[src/rtl/exc_vector_seq_pkg.sv]
// Shared types and constants for the exception vector sequencer.
// Used by exc_vector_seq (top) and exc_wait_cnt.
package exc_pkg;

  typedef enum logic [2:0] {
    IDLE = 3'd0,
    SAVE = 3'd1,
    ADDR = 3'd2,
    WAIT = 3'd3,
    LOAD = 3'd4
  } state_t;

  // Memory-address mux selector values; the vector codes select bytes 253/254/255.
  localparam logic [2:0] SEL_PC      = 3'b000;
  localparam logic [2:0] SEL_VEC_OPC = 3'b100;
  localparam logic [2:0] SEL_VEC_OVF = 3'b101;
  localparam logic [2:0] SEL_VEC_DIV = 3'b110;

  // Latched exception cause; CAUSE_NONE means no trigger present.
  localparam logic [1:0] CAUSE_NONE = 2'b00;
  localparam logic [1:0] CAUSE_OPC  = 2'b01;
  localparam logic [1:0] CAUSE_OVF  = 2'b10;
  localparam logic [1:0] CAUSE_DIV  = 2'b11;

  function automatic logic [2:0] cause_sel(input logic [1:0] cause);
    case (cause)
      CAUSE_OPC: cause_sel = SEL_VEC_OPC;
      CAUSE_OVF: cause_sel = SEL_VEC_OVF;
      CAUSE_DIV: cause_sel = SEL_VEC_DIV;
      default:   cause_sel = SEL_PC;
    endcase
  endfunction

endpackage

[src/rtl/exc_vector_seq_wait_cnt.sv]
// 3-bit loadable down-counter with zero flag; times the memory read wait.
// Load has priority; the counter parks at zero until the next load.
module exc_wait_cnt
  import exc_pkg::*;
(
  input  logic       clk,
  input  logic       reset_n,
  input  logic       load,
  input  logic [2:0] load_val,
  output logic       zero
);

  logic [2:0] cnt;

  // Load on request, otherwise count down and stop at zero.
  always_ff @(posedge clk or negedge reset_n) begin
    if (!reset_n) begin
      cnt <= 3'd0;
    end else if (load) begin
      cnt <= load_val;
    end else if (cnt != 3'd0) begin
      cnt <= cnt - 3'd1;
    end
  end

  assign zero = (cnt == 3'd0);

endmodule

[src/rtl/exc_vector_seq.sv]
// Exception sequencer: saves the faulting PC to EPC, fetches the handler byte
// from the fixed vector address and loads it into PC.
// Optional feature macro: EXC_CAUSE_REG_EN adds cause_out and exc_count.
//
// state | meaning
// IDLE  | waiting for a trigger
// SAVE  | EPC write of pc_in - PC_INC, cause latched
// ADDR  | vector selector driven, wait counter loaded with MEM_LAT-1
// WAIT  | selector held until the read data is valid
// LOAD  | PC write with the zero-extended handler byte
module exc_vector_seq
  import exc_pkg::*;
#(
  parameter int MEM_LAT = 1,  // legal 1..7
  parameter int PC_INC  = 4
) (
  input  logic        clk,
  input  logic        reset_n,
  input  logic        bad_opcode,
  input  logic        overflow,
  input  logic        div_zero,
  input  logic [31:0] pc_in,
  input  logic [31:0] mem_data_in,
  output logic [2:0]  mux_sel,
  output logic        mem_wr,
  output logic        exc_active,
  output logic [31:0] epc_out,
  output logic        epc_wr,
  output logic [31:0] pc_out,
  output logic        pc_wr
`ifdef EXC_CAUSE_REG_EN
  ,
  output logic [1:0]  cause_out,
  output logic [7:0]  exc_count
`endif
);

  localparam logic [2:0]  WAIT_LOAD = 3'(MEM_LAT - 1);
  localparam logic [31:0] PC_DEC    = 32'(PC_INC);

  state_t     state;
  logic [1:0] cause;
  logic [1:0] trig_cause;
  logic       cnt_zero;
  logic       unused_mem_hi;

  assign mem_wr        = 1'b0;
  assign unused_mem_hi = ^mem_data_in[31:8];

  // Priority-encode the triggers; X or no trigger falls into the default branch.
  always_comb begin
    trig_cause = CAUSE_NONE;
    casez ({bad_opcode, overflow, div_zero})
      3'b1??:  trig_cause = CAUSE_OPC;
      3'b01?:  trig_cause = CAUSE_OVF;
      3'b001:  trig_cause = CAUSE_DIV;
      default: trig_cause = CAUSE_NONE;
    endcase
  end

  exc_wait_cnt u_wait_cnt (
    .clk      (clk),
    .reset_n  (reset_n),
    .load     (state == ADDR),
    .load_val (WAIT_LOAD),
    .zero     (cnt_zero)
  );

  // Sequencer FSM with all datapath controls registered.
  always_ff @(posedge clk or negedge reset_n) begin
    if (!reset_n) begin
      state      <= IDLE;
      cause      <= CAUSE_NONE;
      mux_sel    <= SEL_PC;
      exc_active <= 1'b0;
      epc_out    <= 32'd0;
      epc_wr     <= 1'b0;
      pc_out     <= 32'd0;
      pc_wr      <= 1'b0;
    end else begin
      epc_wr <= 1'b0;
      pc_wr  <= 1'b0;
      case (state)
        IDLE: begin
          if (trig_cause != CAUSE_NONE) begin
            state      <= SAVE;
            cause      <= trig_cause;
            exc_active <= 1'b1;
            epc_wr     <= 1'b1;
            epc_out    <= pc_in - PC_DEC;
          end
        end
        SAVE: begin
          state   <= ADDR;
          mux_sel <= cause_sel(cause);
        end
        ADDR: begin
          state <= WAIT;
        end
        WAIT: begin
          if (cnt_zero) begin
            state   <= LOAD;
            mux_sel <= SEL_PC;
            pc_out  <= {24'd0, mem_data_in[7:0]};
            pc_wr   <= 1'b1;
          end
        end
        LOAD: begin
          state      <= IDLE;
          exc_active <= 1'b0;
        end
        default: begin
          state      <= IDLE;
          mux_sel    <= SEL_PC;
          exc_active <= 1'b0;
        end
      endcase
    end
  end

`ifdef EXC_CAUSE_REG_EN
  assign cause_out = cause;

  // Count completed handler loads; wraps naturally at 8 bits.
  always_ff @(posedge clk or negedge reset_n) begin
    if (!reset_n) begin
      exc_count <= 8'd0;
    end else if (pc_wr) begin
      exc_count <= exc_count + 8'd1;
    end
  end
`endif

  // A definite bad_opcode in IDLE must always start the save step.
  a_opc_starts: assert property (@(posedge clk) disable iff (!reset_n)
    (state == IDLE && bad_opcode === 1'b1) |=> (state == SAVE));

  // The PC write strobe is never longer than one cycle.
  a_pc_wr_pulse: assert property (@(posedge clk) disable iff (!reset_n)
    pc_wr |=> !pc_wr);

endmodule

[config.mk]
export PLATFORM = sky130hd
export DESIGN_NAME = exc_vector_seq
export DESIGN_NICKNAME = d
export VERILOG_FILES = /design/src/rtl/exc_vector_seq_pkg.sv /design/src/rtl/exc_vector_seq_wait_cnt.sv /design/src/rtl/exc_vector_seq.sv
export SDC_FILE = /design/constraint.sdc
export NUM_CORES = 1
export LEC_CHECK = 0
export CORE_UTILIZATION = 37
export CTS_CLUSTER_SIZE = 12
export DETAILED_ROUTE_END_ITERATION = 6
export GPL_TIMING_DRIVEN = 0
export PLACE_DENSITY = 0.82
export SLEW_MARGIN = 20
export SYNTH_ARGS = -nofsm -noshare
export SYNTH_HDL_FRONTEND = slang
export SYNTH_HIERARCHICAL = 1
export SYNTH_SLANG_ARGS = --single-unit
[constraint.sdc]
create_clock -name clk -period 1.9 [get_ports clk]
set_input_delay 0.19 -clock clk [delete_from_list [all_inputs] [get_ports clk]]
set_output_delay 0.19 -clock clk [all_outputs]
set_load 0.05 [all_outputs]
==> impl_results.md <==
* Hold WC Path Type: input pin to register
* Crit end category: register
* Io pins at 140
* Placed Area at 4090 µm²
* Critical Path Slowest Stage Cell: or4_4
* Wire length per cell at 14.2 µm
* DRC at 0
* Maximum number of pins on one net before global-route repair at 55
* CTS tree: yes
* Min cycle time layout at about 1.9 ns
* Die Area at ~8400 µm²
* Total gr overflow at 0
* Crit-path cells: clkdlybuf4s15_1 -> or4_4 -> or4_1 -> or4b_1 -> nand3_1
* VDD IR-drop max at 0.856 mV
* Leak at 1.92 nW
* Top post-synthesis cells by area: dfrtp_1 (46%), nand2_1 (6.6%), buf_4 (6.3%), nor2_1 (3.9%), a31oi_1 (3.8%)
* DRT Pass-1 Iters at 4
* Max cap viols at 0
* HPWL after DPL at 5.80 mm
* Iter 0 DRT Violations at 106
* Synthesized area at 2960 µm²
* Initial antenna violation count at 0
* Hold Vio Cnt, Final at 0
* Share of layout cells above drive strength 1 at between 10% and 20%
* CTS clock-pin slew for the worst setup and hold paths at approximately 0.10 ns
* Final #Nets at approximately 540
* Unrepaired setup endpoints after global routing: yes
* First-pass GRT wire length at 13.1 mm
* Largest area contributor in the netlist: dfrtp_1
* CP Max Fanout at 4
* Clk Latency, worst-skew pair at roughly 0.31 ns
* Count of final setup violators at 0
* Port buffer count at 90
* Critical Path Max Stage Delay at 0.58 ns
* Commonest cells in the netlist: dfrtp_1 (54), nand2_1 (52), nor2_1 (31)
* Critical Path AT at 2.11 ns
* Final antenna-violating net count at 0
* Synth unique cells at 47
* Warnings, synthesis at 6
* Die W at 91.5 µm
* Startpoint types: input pin
* Main synth FF type: dfrtp_1
* DR vias/cell at 5.12
* Via Count at 2908
* CTS Buf Count at 5
* FMAX at 539 MHz
* Power Density at roughly 1500 nW/µm²
* Cells after synthesis at 334
* Outcome: completed
* Clk buf depth at 2
* Synthesis-to-finish area growth at 46.6%
* Syn Area/Cell at slightly below 9 µm²
* Ant diodes at 0
* Core footprint at ~7700 µm²
* Root Driver: clkbuf_8
* Asr flop ratio synth at 100%
* Slew headroom at 54.5%
* Worst Skew at around 0.0053 ns
* Slew Limit Fails at 0
* Register bit total from synthesis at 54
* Placer Congestion at about 0.87
* Htree depth at 2
* Vias in the first global route at 2715
* Initial Util at 38.4%
* Sequential-to-total area share from yosys stat at 45.6%
* Worst slew pin tran at between 0.6 and 0.7 ns
* Synth top area share at 45.6%
* Num rows at 32
* WL final at 8.08 mm
* Crit path kind: input pin to register
* Count leader, synth: dfrtp_1
* Final hold slack at roughly 0.15 ns
* Crit path required time at roughly 2.2 ns
* GRT Overall Usage at 19.5%
* Post-synth EDFFs at 0
* Clk sink count at 54
* Finished Cell Area at 4350 µm²
* Tcrit/Tclk final at 97.7%
* Die H at 91.5 µm
[critical path, delay by kind of cell]
family | cells | cell delay, ns
buffers and inverters | 1 | 0.23
and+or+nand+nor | 4 | 1.69
[cells in the final DEF (no fill, tap or decap), types with 3 or more instances in the layout]
master,instances
clkbuf_4,4
clkbuf_8,5
nand2b_1,3
dlymetal6s2s_1,4
nor3_1,6
nand3_1,8
or3_1,3
conb_1,28
nand2_1,51
nor2_1,31
or4_1,12
a21oi_1,5
nand4_1,4
o21ai_0,17
dlygate4sd2_1,8
o31ai_1,12
buf_4,34
clkdlybuf4s50_1,67
a31oi_1,18
or4_4,4
inv_1,13
nand4b_1,3
dfrtp_1,54
xnor2_1,7
nor2b_1,4
clkbuf_2,10
nor4_4,3
[repair_timing]
action,4_1_cts,5_1_grt
setup buffers,3,5
resized for setup,42,39
setup endpoints to repair,42,44
pin swaps,3,9
hold buffers,1,0
endpoints found under the hold margin,54,0
[power breakdown]
part | leakage [nW] | switching (mW) | internal, mW
registers | 0.653 | 0.345 | 1.69
clock network | 0.0447 | 0.410 | 0.267
logic | 1.22 | 2.63 | 1.32
[layer usage]
metal  track usage [%]  vias to the layer above  wire, µm
met3              3.10                       13       488
li1                  -                     1398         -
met4              6.22                        0       143
met1              24.9                     1373      3450
met5                 0                        -         0
met2              33.6                      124      3990
[per-stage QoR]
stage	instances	setup TNS (ns)	setup slack, ns	utilization (%)	power [mW]
2_1_floorplan	361	0	0.0247	-	4.59
3_3_place_gp	553	-72.43	-1.05	53.0	5.87
3_5_place_dp	553	-17.18	-0.886	52.9	5.96
4_1_cts	565	0	0.00611	55.5	6.65
5_1_grt	568	-0.0391	-0.0166	56.3	7.03
6_report	568	0	0.0443	56.3	6.67
[final cells by class]
| cell class | instances | area (µm²) |
|---|---|---|
| tap | 102 | 128 |
| inverter | 14 | 53.8 |
| sequential | 54 | 1350 |
| timing repair buffer | 99 | 935 |
| multi-input combinational | 256 | 1540 |
| clock inverter | 3 | 25.0 |
| clock buffer | 5 | 68.8 |
| buffer | 35 | 246 |
| fill | 675 | 3380 |
[flip-flops by register name, indices dropped and copies added (netlist names)]
name,count
cause,2
epc_out,32
epc_wr,1
exc_active,1
mux_sel,3
pc_out,8
pc_wr,1
state,3
u_wait_cnt/cnt,3
[final timing paths]
path | startpoint | slack, ns | endpoint | cells past startpoint
max reg2reg | state[0] | 0.13 | epc_out[30] | 5
max in group asynchronous | reset_n | 1.00 | epc_out[8] | 2
min reg2reg | pc_out[7] | 0.48 | pc_out[7] | 2
max | pc_in[21] | 0.04 | epc_out[30] | 5
min in group asynchronous | reset_n | 0.45 | mux_sel[0] | 2
min | pc_in[24] | 0.15 | epc_out[24] | 3
[cell families after synthesis]
logic type               after synthesis  synth area share, %
AND/OR/NAND/NOR                      153                 27.0
XOR/XNOR                               9                 2.66
flip-flops                            54                 45.6
buffers and inverters                 51                 9.62
adder cells (fa/ha/maj)                3                 1.27
other                                  1                0.127
AO/OA/AOI/OAI                         63                 13.7
Note: power is estimated with default switching activity, not from simulation.
